File: src/rtl/mem_arbiter_pkg.sv
// Shared constants and types for the unified-memory arbiter.
//   state_t         : arbiter FSM state encoding
//   TIMEOUT_DATA    : read data returned when the memory never answers
//   DEFAULT_TIMEOUT : default number of WAIT cycles before giving up
package mem_arbiter_pkg;

  typedef enum logic [1:0] {
    IDLE  = 2'd0,
    ISSUE = 2'd1,
    WAIT  = 2'd2,
    RESP  = 2'd3
  } state_t;

  localparam logic [31:0] TIMEOUT_DATA    = 32'hDEADBEEF;
  localparam int unsigned DEFAULT_TIMEOUT = 255;

endpackage

File: src/rtl/mem_arbiter_watchdog.sv
// WAIT-cycle watchdog for the memory arbiter.
//   clk     : clock
//   reset   : asynchronous active-low reset
//   en      : count this cycle (FSM is in WAIT)
//   clr     : clear the count (FSM is not in WAIT)
//   expired : count has reached TIMEOUT while enabled
module mem_arbiter_watchdog
  import mem_arbiter_pkg::*;
#(
  parameter int unsigned TIMEOUT = DEFAULT_TIMEOUT
) (
  input  logic clk,
  input  logic reset,
  input  logic en,
  input  logic clr,
  output logic expired
);

  localparam int unsigned CNT_W = (TIMEOUT < 1) ? 1 : $clog2(TIMEOUT + 1);
  localparam logic [CNT_W-1:0] LIMIT = CNT_W'(TIMEOUT);

  logic [CNT_W-1:0] count;

  always_ff @(posedge clk or negedge reset) begin
    if (!reset) begin
      count <= '0;
    end else if (clr) begin
      count <= '0;
    end else if (en && !expired) begin
      count <= count + 1'b1;
    end
  end

  assign expired = en && (count == LIMIT);

endmodule

File: src/rtl/mem_arbiter.sv
// Arbiter between instruction fetch (I) and load/store (D) ports onto a
// single-port unified memory, one outstanding transaction at a time.
//   clk, reset                   : clock, asynchronous active-low reset
//   i_req/i_addr -> i_rdata/i_done : fetch request and response
//   d_req/d_we/d_addr/d_wdata -> d_rdata/d_done : load/store request/response
//   m_req/m_we/m_addr/m_wdata    : memory command (m_req one cycle in ISSUE)
//   m_rdata/m_done               : memory response
//   stall                        : pipeline freeze while a request is pending
//   err                          : sticky memory-timeout flag
module mem_arbiter
  import mem_arbiter_pkg::*;
#(
  parameter int unsigned ADDR_W  = 32,
  parameter int unsigned DATA_W  = 32,
  parameter int unsigned TIMEOUT = DEFAULT_TIMEOUT
) (
  input  logic              clk,
  input  logic              reset,
  input  logic              i_req,
  input  logic [ADDR_W-1:0] i_addr,
  output logic [DATA_W-1:0] i_rdata,
  output logic              i_done,
  input  logic              d_req,
  input  logic              d_we,
  input  logic [ADDR_W-1:0] d_addr,
  input  logic [DATA_W-1:0] d_wdata,
  output logic [DATA_W-1:0] d_rdata,
  output logic              d_done,
  output logic              m_req,
  output logic              m_we,
  output logic [ADDR_W-1:0] m_addr,
  output logic [DATA_W-1:0] m_wdata,
  input  logic [DATA_W-1:0] m_rdata,
  input  logic              m_done,
  output logic              stall,
  output logic              err
);

  localparam logic [DATA_W-1:0] TO_DATA = DATA_W'(TIMEOUT_DATA);

  state_t            state, state_nx;
  logic              prio_d;
  logic              owner;      // 1 = D owns the transaction
  logic              cmd_we;
  logic [ADDR_W-1:0] cmd_addr;
  logic [DATA_W-1:0] cmd_wdata;
  logic [DATA_W-1:0] i_rdata_q, d_rdata_q;
  logic              err_q;
  logic              grant, grant_d;
  logic              expired;
  logic              finish;

  mem_arbiter_watchdog #(.TIMEOUT(TIMEOUT)) u_watchdog (
    .clk     (clk),
    .reset   (reset),
    .en      (state == WAIT),
    .clr     (state != WAIT),
    .expired (expired)
  );

  always_ff @(posedge clk or negedge reset) begin
    if (!reset) state <= IDLE;
    else        state <= state_nx;
  end

  always_comb begin
    state_nx = state;
    grant    = 1'b0;
    grant_d  = 1'b0;
    case (state)
      IDLE: begin
        if (i_req || d_req) begin
          grant    = 1'b1;
          grant_d  = d_req && (!i_req || prio_d);
          state_nx = ISSUE;
        end
      end
      ISSUE:   state_nx = WAIT;
      WAIT:    if (m_done || expired) state_nx = RESP;
      RESP:    state_nx = IDLE;
      default: state_nx = IDLE;
    endcase
  end

  // m_done takes precedence over expiry when both land in the same cycle.
  assign finish = (state == WAIT) && (m_done || expired);

  always_ff @(posedge clk or negedge reset) begin
    if (!reset) begin
      prio_d    <= 1'b1;
      owner     <= 1'b0;
      cmd_we    <= 1'b0;
      cmd_addr  <= '0;
      cmd_wdata <= '0;
      i_rdata_q <= '0;
      d_rdata_q <= '0;
      err_q     <= 1'b0;
    end else begin
      if (grant) begin
        owner     <= grant_d;
        cmd_we    <= grant_d && d_we;
        cmd_addr  <= grant_d ? d_addr : i_addr;
        cmd_wdata <= grant_d ? d_wdata : '0;
        prio_d    <= !grant_d;
      end
      if (finish && !cmd_we) begin
        if (owner) d_rdata_q <= m_done ? m_rdata : TO_DATA;
        else       i_rdata_q <= m_done ? m_rdata : TO_DATA;
      end
      if (finish && !m_done) err_q <= 1'b1;
    end
  end

  assign m_req   = (state == ISSUE);
  assign m_we    = cmd_we;
  assign m_addr  = cmd_addr;
  assign m_wdata = cmd_wdata;
  assign i_done  = (state == RESP) && !owner;
  assign d_done  = (state == RESP) && owner;
  assign i_rdata = i_rdata_q;
  assign d_rdata = d_rdata_q;
  assign err     = err_q;
  assign stall   = (i_req && !i_done) || (d_req && !d_done);

endmodule

File: config.mk
export PLATFORM = sky130hd
export DESIGN_NAME = mem_arbiter
export DESIGN_NICKNAME = d
export VERILOG_FILES = /design/src/rtl/mem_arbiter_pkg.sv /design/src/rtl/mem_arbiter_watchdog.sv /design/src/rtl/mem_arbiter.sv
export SDC_FILE = /design/constraint.sdc
export NUM_CORES = 1
export LEC_CHECK = 0
export ABC_AREA = 1
export CAP_MARGIN = 20
export CORE_UTILIZATION = 31
export DETAILED_ROUTE_END_ITERATION = 16
export PLACE_DENSITY = 0.6
export SYNTH_ARGS = -nofsm -noshare
export SYNTH_HDL_FRONTEND = slang
export SYNTH_HIERARCHICAL = 1
export SYNTH_SLANG_ARGS = --single-unit
export TNS_END_PERCENT = 20
File: constraint.sdc
create_clock -name clk -period 2.4 [get_ports clk]
set_input_delay 0.36 -clock clk [delete_from_list [all_inputs] [get_ports clk]]
set_output_delay 0.36 -clock clk [all_outputs]
set_load 0.05 [all_outputs]
==> results.yml <==
pwr:
  p_leak_nw: 4.92
  p_clk_share_pct: 18.3
  p_switching_mw: 7.86
  switching_share_pct: 49.0
  internal_power_mw: 8.17
  power_frac_seq_pct: 25.8
  pwr-share-comb_pct: 55.9
  cellPowerDensity_nw_per_um2: 1580
  ir_drop_mv: 0.778
clock_tree:
  cts_buffers: 17
  path_clk_slew_ps: 70
  cts_resized: 0
  cts_buffer_depth: 2
  clock_latency_ps: 420
  cts_tree: "built"
  clock-sinks: 142
  h-tree-depth: 4
  cts_root_buf: "clkbuf_16"
final_layout:
  final_cell_mix: "nand2_1, clkdlybuf4s50_1, nand3_1"
  syn_to_final_growth_pct: 55.2
  post-route-cell-area_um2: 10200
  nets: 1177
  layout_commonest_cell: "nand2_1"
  fill_cells: 1970
  stdcell_count: 1322
  drive_gt1_share_pct: 6.37
floorplan:
  die_w_um: 147
  die_area_um2: 21700
  start_util_pct: 32.0
  core_um2: 20500
  pin_count: 268
  num_rows: 52
  die_h_um: 147
detailed_routing:
  vias: 6253
  wirelength_met1_um: 9030
  wl_per_cell_um: 15.5
  route.final.wire_length_um: 20500
  drt_iter0_markers: 265
  antenna_left: 0
  maxUsedRoutingLayer: "met4"
  viasPerCell: 4.73
  wl_met2_um: 9360
  route.met3.wl_um: 1930
  drt-pass1-iter-count: 4
  route.detailed.drc: 0
synthesis:
  synthFlopType: "dfrtp_1"
  synth_warnings: 6
  ys_ff_latch: 142
  syn_nets: 930
  ys_seq_area_share_pct: 54.2
  synth_area_per_cell_um2: 8.28
  synth_enable_flop_cells: 0
  synthCells: 791
  async_flop_share_pct: 100
  syn_area_um2: 6550
  yosys.cell_types.count: 23
timing:
  finalCriticalPeriod_ps: 2230
  tightestPinTransition_ps: 591
  final.setup.tns_ps: 0
  fin_crit_sh_pct: 92.8
  max_clock_freq_ghz: 0.449
  whs_ps: 462
  finalHoldViolations: 0
  setup_viol: 0
  rsz0062_at_grt: "no"
  slew_viol_final: 0
  finClkSkew_ps: 11.1
  slew-limit-headroom_pct: 60.6
  fin_ws_ps: 173
global_route:
  grt_pass1_wl_um: 32900
  grt_overflow_total: 0
  antenna_found_initial: 1
  grt_start_max_net_pins: 67
  grt_usage_pct: 19.3
  grt_pass1_vias: 6181
place:
  dp.cells: 1288
  gp_congestion: 0.779
  preCtsSetupSlack_ps: 463
  port_buffers: 267
  dpl-instance-area_um2: 9510
  dpl.hpwl_um: 13800
status:
  status: "finished, final reports clean"
hold_path:
  worstHoldPathType: "input pin to asynchronous set/reset pin"
setup_path:
  path_class: "flop to primary output"
  crit_path_start_kind: "flop"
  worstPathMaxFanout: 4
  cp_data_arrival_time_ps: 1870
  critPathRequiredTime_ps: 2040
  critical_path.endpoint_type: "primary output"
flow_run:
  drv_cap: 0
## area by class of cell
type                    count  area (µm²)  area share, %
flip-flops and latches    142        3550           35.0
repair buffers            285        2930           28.8
multi-input cells         535        2480           24.4
clock buffers              20         437           4.29
well taps                 270         338           3.32
inverters                  57         216           2.13
clock inverters            12         208           2.04
diodes                      1        2.50         0.0246
## logic make-up after synthesis
kind of cell	after synthesis	share of synthesized area [%]
AO/OA/AOI/OAI	10	0.878
flip-flops	142	54.2
AND/OR/NAND/NOR	520	35.9
buffers and inverters	114	8.02
adder cells (fa/ha/maj)	5	0.955
## Yosys cell counts, types with 5 or more instances
master | n | area [µm²]
o21ai_0 | 5 | 25.0
nor2_1 | 10 | 37.5
inv_1 | 55 | 206
clkbuf_1 | 16 | 60.1
buf_2 | 31 | 155
nand2_1 | 289 | 1080
ha_1 | 5 | 62.6
nand4_1 | 67 | 419
buf_6 | 5 | 56.3
buf_4 | 5 | 37.5
nand3_1 | 145 | 726
dfrtp_1 | 141 | 3530
## per-layer routing
| metal | global-route usage [%] | vias up |
|---|---|---|
| li1 | - | 3092 |
| met1 | 24.9 | 2906 |
| met2 | 30.0 | 240 |
| met3 | 7.53 | 15 |
| met4 | 5.46 | 0 |
| met5 | 0 | - |
## per-stage QoR
stage	utilization, %	total power, mW
floorplan	-	9.93
global placement	46.4	13.1
detailed placement	46.4	13.2
CTS	49.6	16.2
global route	49.6	16.9
finish	49.6	16.0
## registers in the layout (all words and copies together), names as in the netlist
signal            count
state                 2
err                   1
m_wdata              32
u_watchdog/count      8
d_rdata              32
prio_d                1
owner                 1
m_addr               32
i_rdata              32
m_we                  1
## worst max-delay path, cell delays in order, from the launching register on
cell and delay [ps]:
dfrtp_1 420, inv_1 90, ha_1 140, clkdlybuf4s50_1 800
## power groups by stage
stage	Sequential [mW]	Combinational [mW]	Clock [mW]
final	4.14	8.97	2.93
after CTS	4.14	9.06	2.99
after global routing	4.28	9.51	3.09
after global placement	4.16	8.98	0
after detailed placement	4.15	9.05	0
after floorplan	7.65	2.28	0
## what timing repair did
action,in CTS,in global routing
hold buffers,1,0
hold endpoints to repair,44,0
buffers inserted,0,0
## final timing paths
| check | startpoint | endpoint | slack, ps | cells past startpoint |
|---|---|---|---|---|
| max in group asynchronous | reset | prio_d | 1280 | 3 |
| worst max register to register | u_watchdog/count[0] | i_rdata[10] | 470 | 10 |
| worst min-delay path | reset | d_rdata[0] | 460 | 2 |
| worst min register to register | m_wdata[8] | m_wdata[8] | 470 | 2 |
| min in group clk | m_wdata[8] | m_wdata[8] | 470 | 2 |
| worst max-delay path | state[1] | m_req | 170 | 3 |
(Power assumes the default switching activity.)
